File: src/rtl/led_pattern_driver.sv
// led_pattern_driver
//   Multi-channel status-LED driver. A shared prescaler produces a one-clock
//   tick strobe every DIV = CLK_HZ/TICK_HZ clocks. Each channel independently
//   runs OFF, ON, BLINK (50% duty, half-period = period ticks) or BURST
//   (burst_cnt pulses of period ticks on/off, then a gap of 4*period ticks).
//   Channels share only the prescaler and the period/burst_cnt inputs.
module led_pattern_driver #(
  parameter int NUM_CH  = 4,
  parameter int CLK_HZ  = 50000000,
  parameter int TICK_HZ = 1000,
  parameter int CNT_W   = 16
) (
  input  logic                clk,
  input  logic                rst,
  input  logic [2*NUM_CH-1:0] mode,
  input  logic [CNT_W-1:0]    period,
  input  logic [3:0]          burst_cnt,
  output logic [NUM_CH-1:0]   led_out,
  output logic                tick_out
);

  localparam int DIV  = CLK_HZ / TICK_HZ;
  localparam int PS_W = (DIV > 1) ? $clog2(DIV) : 1;

  typedef enum logic [1:0] {
    M_OFF   = 2'b00,
    M_ON    = 2'b01,
    M_BLINK = 2'b10,
    M_BURST = 2'b11
  } mode_e;

  // B_ON is encoded as zero so that a cleared channel sits in it.
  typedef enum logic [1:0] {
    B_ON  = 2'd0,
    B_OFF = 2'd1,
    B_GAP = 2'd2
  } burst_e;

  if (DIV < 2) begin : g_div_check
    $error("led_pattern_driver: CLK_HZ/TICK_HZ must be at least 2");
  end

  // Shared timing terms. period==0 behaves like period==1; it is used live,
  // so a shrinking period ends the current phase on the next tick.
  logic [CNT_W-1:0] eff_p;
  logic [CNT_W-1:0] eff_p_m1;
  logic [CNT_W+1:0] gap_last;

  assign eff_p    = (period == '0) ? CNT_W'(1) : period;
  assign eff_p_m1 = eff_p - CNT_W'(1);
  assign gap_last = {eff_p, 2'b00} - (CNT_W+2)'(1);

  logic [PS_W-1:0] ps_cnt;
  logic            ps_wrap;

  assign ps_wrap = (ps_cnt == PS_W'(DIV - 1));

  // Prescaler: count 0..DIV-1, strobe tick_out for the clock after the wrap.
  // NOTE: clocked state uses non-blocking assignments so every register
  // samples pre-edge values and simulation matches the synthesized flops.
  always_ff @(posedge clk) begin
    if (rst) begin
      ps_cnt   <= '0;
      tick_out <= 1'b0;
    end else begin
      ps_cnt   <= ps_wrap ? '0 : ps_cnt + PS_W'(1);
      tick_out <= ps_wrap;
    end
  end

  for (genvar i = 0; i < NUM_CH; i++) begin : g_ch
    mode_e            ch_mode;
    mode_e            prev_q;
    burst_e           st_q;
    burst_e           st_nxt;
    logic [CNT_W-1:0] phase_q;
    logic [CNT_W-1:0] phase_nxt;
    logic [CNT_W+1:0] gap_q;
    logic [CNT_W+1:0] gap_nxt;
    logic [3:0]       pulses_q;
    logic [3:0]       pulses_nxt;
    logic             led_q;
    logic             led_nxt;
    logic             mode_chg;
    logic             ph_term;
    logic             gap_term;
    logic             burst_none;

    assign ch_mode    = mode_e'(mode[2*i +: 2]);
    assign mode_chg   = (ch_mode != prev_q);
    assign ph_term    = (phase_q >= eff_p_m1);
    assign gap_term   = (gap_q >= gap_last);
    assign burst_none = (burst_cnt == 4'd0);
    assign led_out[i] = led_q;

    // State register: remembered mode, burst state, counters and LED drive.
    always_ff @(posedge clk) begin
      if (rst) begin
        prev_q   <= M_OFF;
        st_q     <= B_ON;
        phase_q  <= '0;
        gap_q    <= '0;
        pulses_q <= '0;
        led_q    <= 1'b0;
      end else begin
        prev_q   <= ch_mode;
        st_q     <= st_nxt;
        phase_q  <= phase_nxt;
        gap_q    <= gap_nxt;
        pulses_q <= pulses_nxt;
        led_q    <= led_nxt;
      end
    end

    // Next state: a mode change restarts the channel and masks any tick.
    // NOTE: every output gets a default before the case so no path leaves a
    // signal unassigned, which would otherwise infer a latch.
    always_comb begin
      st_nxt     = st_q;
      phase_nxt  = phase_q;
      gap_nxt    = gap_q;
      pulses_nxt = pulses_q;
      if (mode_chg) begin
        phase_nxt  = '0;
        gap_nxt    = '0;
        pulses_nxt = '0;
        st_nxt     = (ch_mode == M_BURST && burst_none) ? B_GAP : B_ON;
      end else begin
        case (ch_mode)
          M_BLINK: begin
            gap_nxt    = '0;
            pulses_nxt = '0;
            st_nxt     = B_ON;
            if (tick_out) phase_nxt = ph_term ? '0 : phase_q + CNT_W'(1);
          end
          M_BURST: begin
            if (tick_out) begin
              case (st_q)
                B_ON: begin
                  if (ph_term) begin
                    st_nxt     = B_OFF;
                    phase_nxt  = '0;
                    pulses_nxt = pulses_q + 4'd1;
                  end else begin
                    phase_nxt = phase_q + CNT_W'(1);
                  end
                end
                B_OFF: begin
                  if (ph_term) begin
                    phase_nxt = '0;
                    if (pulses_q >= burst_cnt) begin
                      st_nxt     = B_GAP;
                      pulses_nxt = '0;
                      gap_nxt    = '0;
                    end else begin
                      st_nxt = B_ON;
                    end
                  end else begin
                    phase_nxt = phase_q + CNT_W'(1);
                  end
                end
                B_GAP: begin
                  if (gap_term) begin
                    gap_nxt = '0;
                    st_nxt  = burst_none ? B_GAP : B_ON;
                  end else begin
                    gap_nxt = gap_q + (CNT_W+2)'(1);
                  end
                end
                default: st_nxt = B_ON;
              endcase
            end
          end
          default: begin
            phase_nxt  = '0;
            gap_nxt    = '0;
            pulses_nxt = '0;
            st_nxt     = B_ON;
          end
        endcase
      end
    end

    // Output: LED value the channel drives after this clock.
    always_comb begin
      led_nxt = led_q;
      case (ch_mode)
        M_OFF:   led_nxt = 1'b0;
        M_ON:    led_nxt = 1'b1;
        M_BLINK: begin
          if (mode_chg)                 led_nxt = 1'b0;
          else if (tick_out && ph_term) led_nxt = ~led_q;
        end
        M_BURST: led_nxt = (st_nxt == B_ON);
        default: led_nxt = 1'b0;
      endcase
    end
  end

endmodule

File: config.mk
export PLATFORM = sky130hd
export DESIGN_NAME = led_pattern_driver
export DESIGN_NICKNAME = d
export VERILOG_FILES = /design/src/rtl/led_pattern_driver.sv
export SDC_FILE = /design/constraint.sdc
export NUM_CORES = 1
export LEC_CHECK = 0
export BUFFER_PORTS_ARGS = -buffer_cell sky130_fd_sc_hd__buf_2
export CORE_MARGIN = 2
export CORE_UTILIZATION = 59
export CTS_BUF_LIST = sky130_fd_sc_hd__clkbuf_8
export DETAILED_ROUTE_END_ITERATION = 6
export GPL_ROUTABILITY_DRIVEN = 0
export PLACE_DENSITY_LB_ADDON = 0.05
export SLEW_MARGIN = 40
export SYNTH_ARGS = -nofsm -noshare
export SYNTH_HDL_FRONTEND = slang
export SYNTH_SLANG_ARGS = --single-unit
export TNS_END_PERCENT = 10
File: constraint.sdc
create_clock -name clk -period 4.8 [get_ports clk]
set_input_delay 0.72 -clock clk [delete_from_list [all_inputs] [get_ports clk]]
set_output_delay 0.72 -clock clk [all_outputs]
set_load 0.005 [all_outputs]
==> results.txt <==
Synth area leader - dfxtp_1
Setup WS post-layout - 0.203 ns
fin crit period - 4.60 ns
Core Region - 22400 µm²
PnR Total Power - 0.00300 W
Die Width - 155 µm
top cells by area, synth - dfxtp_1 (28%), ha_1 (14%), a21oi_1 (4.3%), nand2_1 (3.7%), nor2_1 (3.4%)
final instance area - 15100 µm²
Distinct cells, synth - 94
layout cells sized above 1 - 13.8%
fin crit share - 95.8%
Worst Setup End Kind - register
Clock Tree Root - clkbuf_8
Final Max Slew Viols - 0
Starting Density - 59.6%
IO Count - 35
unrepaired setup endpoints after global routing - no
worst hold path class - register to register
Crit path largest cell delay - 0.58 ns
Synth warnings - 0
synthesized cell area - 13400 µm²
WHS - 0.482 ns
total global-route track usage - 30.7%
critical path arrival - 4.99 ns
VDD IR max - 0.170 mV
drt total wl - 36.7 mm
CP dominant cell by count - buf_4
Seq/Total Area, Yosys - 28.3%
status - finished, final reports clean
Post-Syn Area per Cell - 8.18 µm²
die height - 155 µm
# DRC - 0
first-pass GRT wire length - 60.0 mm
IO buf count - 34
DP HPWL - 26.9 mm
Via Count - 13100
hold buffers post-CTS - 0
leakage power - 6.21 nW
CTS Buf Count - 17
Final setup viols - 0
number of inserted diodes - 0
crit-path cells - buf_2 -> or4_4 -> nor3_4 -> nand2_1 -> o21bai_2 -> inv_2 -> ha_4 -> nand2_2 -> or2_2 -> nor4_1 -> xnor2_2 -> buf_4 -> ha_1 -> a21o_1 -> a2111oi_2 -> o211ai_1 -> nor4_2 -> buf_4 -> o21ai_0 -> a311oi_1
Syn Nets - 1816
drt first-iter violations - 1137
Via density - 6.41
Slowest-stage cell, CP - or4_4
max_cap viols - 0
Worst EP required - 5.19 ns
clk_skew - 0.0229 ns
nets - 1917
routed len/inst - 18.0 µm
dpl cells - 2003
Antenna Nets Post-Route - 0
top cell type's share of synthesized area - 28.3%
setup bufs post-CTS - 0
crit start category - primary input
synthesis-to-layout area growth - 12.7%
clock buffer depth - 2
Layout fillers - 1885
asr flop ratio synth - 0%
Slew headroom - 48.2%
antenna violations before repair - 0
prevailing post-synth register cell - dfxtp_1
#FFs+latches synth - 189
PwrDens - 199 nW/µm²
H-tree levels - 4
placed cell area - 14600 µm²
critical path class - primary input to register
# rows - 55
Post-synth EDFFs - 0
worst slew pin tran - 0.774 ns
final hold vios - 0
die area - 23900 µm²
clock transition at the registers of the reported paths - 0.11 ns
Final Instance Count excl. Fillers - 2035
clock latency at the later pin of the worst-skew pair - 0.50 ns
Achievable Freq - 218 MHz
total grt overflow - 0
CP max FO - 14
Detailed Routing Iterations Pass 1 - 6
Post-Place Setup Slack - -0.444 ns
CTS-repair resized insts - 0
Syn Inst Count - 1636
CTS sink count - 189
largest net degree at the start of global routing - 39
vias in the first global route - 11900
CTS tree - built
==> registers in the layout, summed over array words and instances, names as in the netlist <==
signal,count
g_ch.gap_q,72
g_ch.led_q,4
g_ch.phase_q,64
g_ch.prev_q,8
g_ch.pulses_q,16
g_ch.st_q,8
ps_cnt,16
tick_out,1
==> stage by stage <==
step	TNS (ns)	util [%]
global route	0	67.2
finish	0	67.2
CTS	0	67.0
global placement	-15.91	65.1
floorplan	0	-
detailed placement	-30.87	65.2
==> power breakdown <==
group          internal (W)  switching [W]  total [W]
logic              0.000113       0.000179   0.000293
clock network      0.000407       0.000719    0.00113
registers           0.00158     0.00000926    0.00158
total               0.00210       0.000908    0.00300
==> critical path: cells and delay by family <==
| kind | cells | cell delay, ns |
|---|---|---|
| AOI/OAI and AO/OA | 6 | 1.43 |
| adders and majority gates | 2 | 0.40 |
| xor gates and xnor gates | 1 | 0.34 |
| buffers and inverters | 4 | 0.64 |
| and+or+nand+nor | 7 | 1.43 |
==> cell usage after synthesis (all sizes together) (9+ instances only) <==
cell type / count
and3: 72
nand3: 85
o2111ai: 9
a21o: 43
and2: 9
nor4: 10
or3: 21
a311oi: 29
o211a: 13
xnor2: 22
xor2: 21
nand3b: 11
clkbuf: 39
mux2i: 11
o211ai: 27
o21a: 12
buf: 30
o31ai: 14
nand4: 33
nor2b: 24
or2: 11
nand2b: 40
dfxtp: 189
a31oi: 21
nor3: 52
nand2: 131
ha: 150
inv: 49
a21oi: 119
a211oi: 15
nor2: 122
o21ai: 90
==> layout make-up <==
cell class,instances,area [µm²],share of cell area [%]
clock buffer,17,234,1.55
clock inverter,15,185,1.23
inverter,50,188,1.25
multi-input combinational,1328,9170,60.9
sequential,189,3780,25.1
tap,285,357,2.37
timing repair buffer,151,1150,7.65
==> final timing paths <==
path	end	slack (ns)	startpoint	depth (start not counted)
max	g_ch[2].gap_q[9]	0.20	period[14]	20
min	g_ch[3].gap_q[17]	0.48	g_ch[3].gap_q[17]	1
max reg2reg	g_ch[1].phase_q[15]	1.71	g_ch[1].phase_q[0]	14
min reg2reg	g_ch[3].gap_q[17]	0.48	g_ch[3].gap_q[17]	1
==> cells by family (layout without fill, tap and decap cells) <==
family          count (synthesis)  count (layout)  synth area share [%]
simple gates                  656             656                  26.0
compound gates                464             464                  24.0
flops                         189             189                  28.3
fa+ha+maj                     150             150                  14.0
buf+inv                       119             233                  3.79
xor+xnor                       43              43                  2.82
mux                            15              15                  1.16
==> cell usage in the layout (no fill, tap or decap), types with 6 or more instances in the layout <==
| master | n |
|---|---|
| nor2_1 | 122 |
| nand2b_1 | 40 |
| nor4_1 | 8 |
| o211ai_1 | 25 |
| xor2_1 | 21 |
| mux2i_1 | 11 |
| or4_1 | 6 |
| a21o_1 | 43 |
| a311oi_1 | 28 |
| buf_12 | 8 |
| inv_1 | 48 |
| a211oi_1 | 14 |
| nor3b_1 | 7 |
| nand3b_1 | 11 |
| nor2b_1 | 23 |
| nand2_1 | 130 |
| buf_2 | 34 |
| a21oi_1 | 114 |
| o211a_1 | 13 |
| buf_4 | 108 |
| o21a_1 | 12 |
| ha_1 | 149 |
| o2111ai_1 | 9 |
| or2_2 | 9 |
| nand3_1 | 83 |
| and3_1 | 72 |
| a41oi_1 | 8 |
| clkbuf_8 | 17 |
| dfxtp_1 | 189 |
| a31oi_1 | 21 |
| or3_1 | 20 |
| and2_1 | 9 |
| nor3_1 | 46 |
| o21ai_0 | 86 |
| xnor2_1 | 20 |
| nand4_1 | 33 |
| o31ai_1 | 11 |
==> metal layers <==
| metal | up-vias | GRT usage [%] | wire, µm |
|---|---|---|---|
| met1 | 6204 | 43.6 | 17200 |
| met2 | 419 | 48.3 | 16500 |
| met3 | 62 | 4.31 | 2110 |
| met5 | - | 0 | 0 |
| met4 | 0 | 9.74 | 900 |
| li1 | 6367 | - | - |
(Power assumes the default switching activity.)
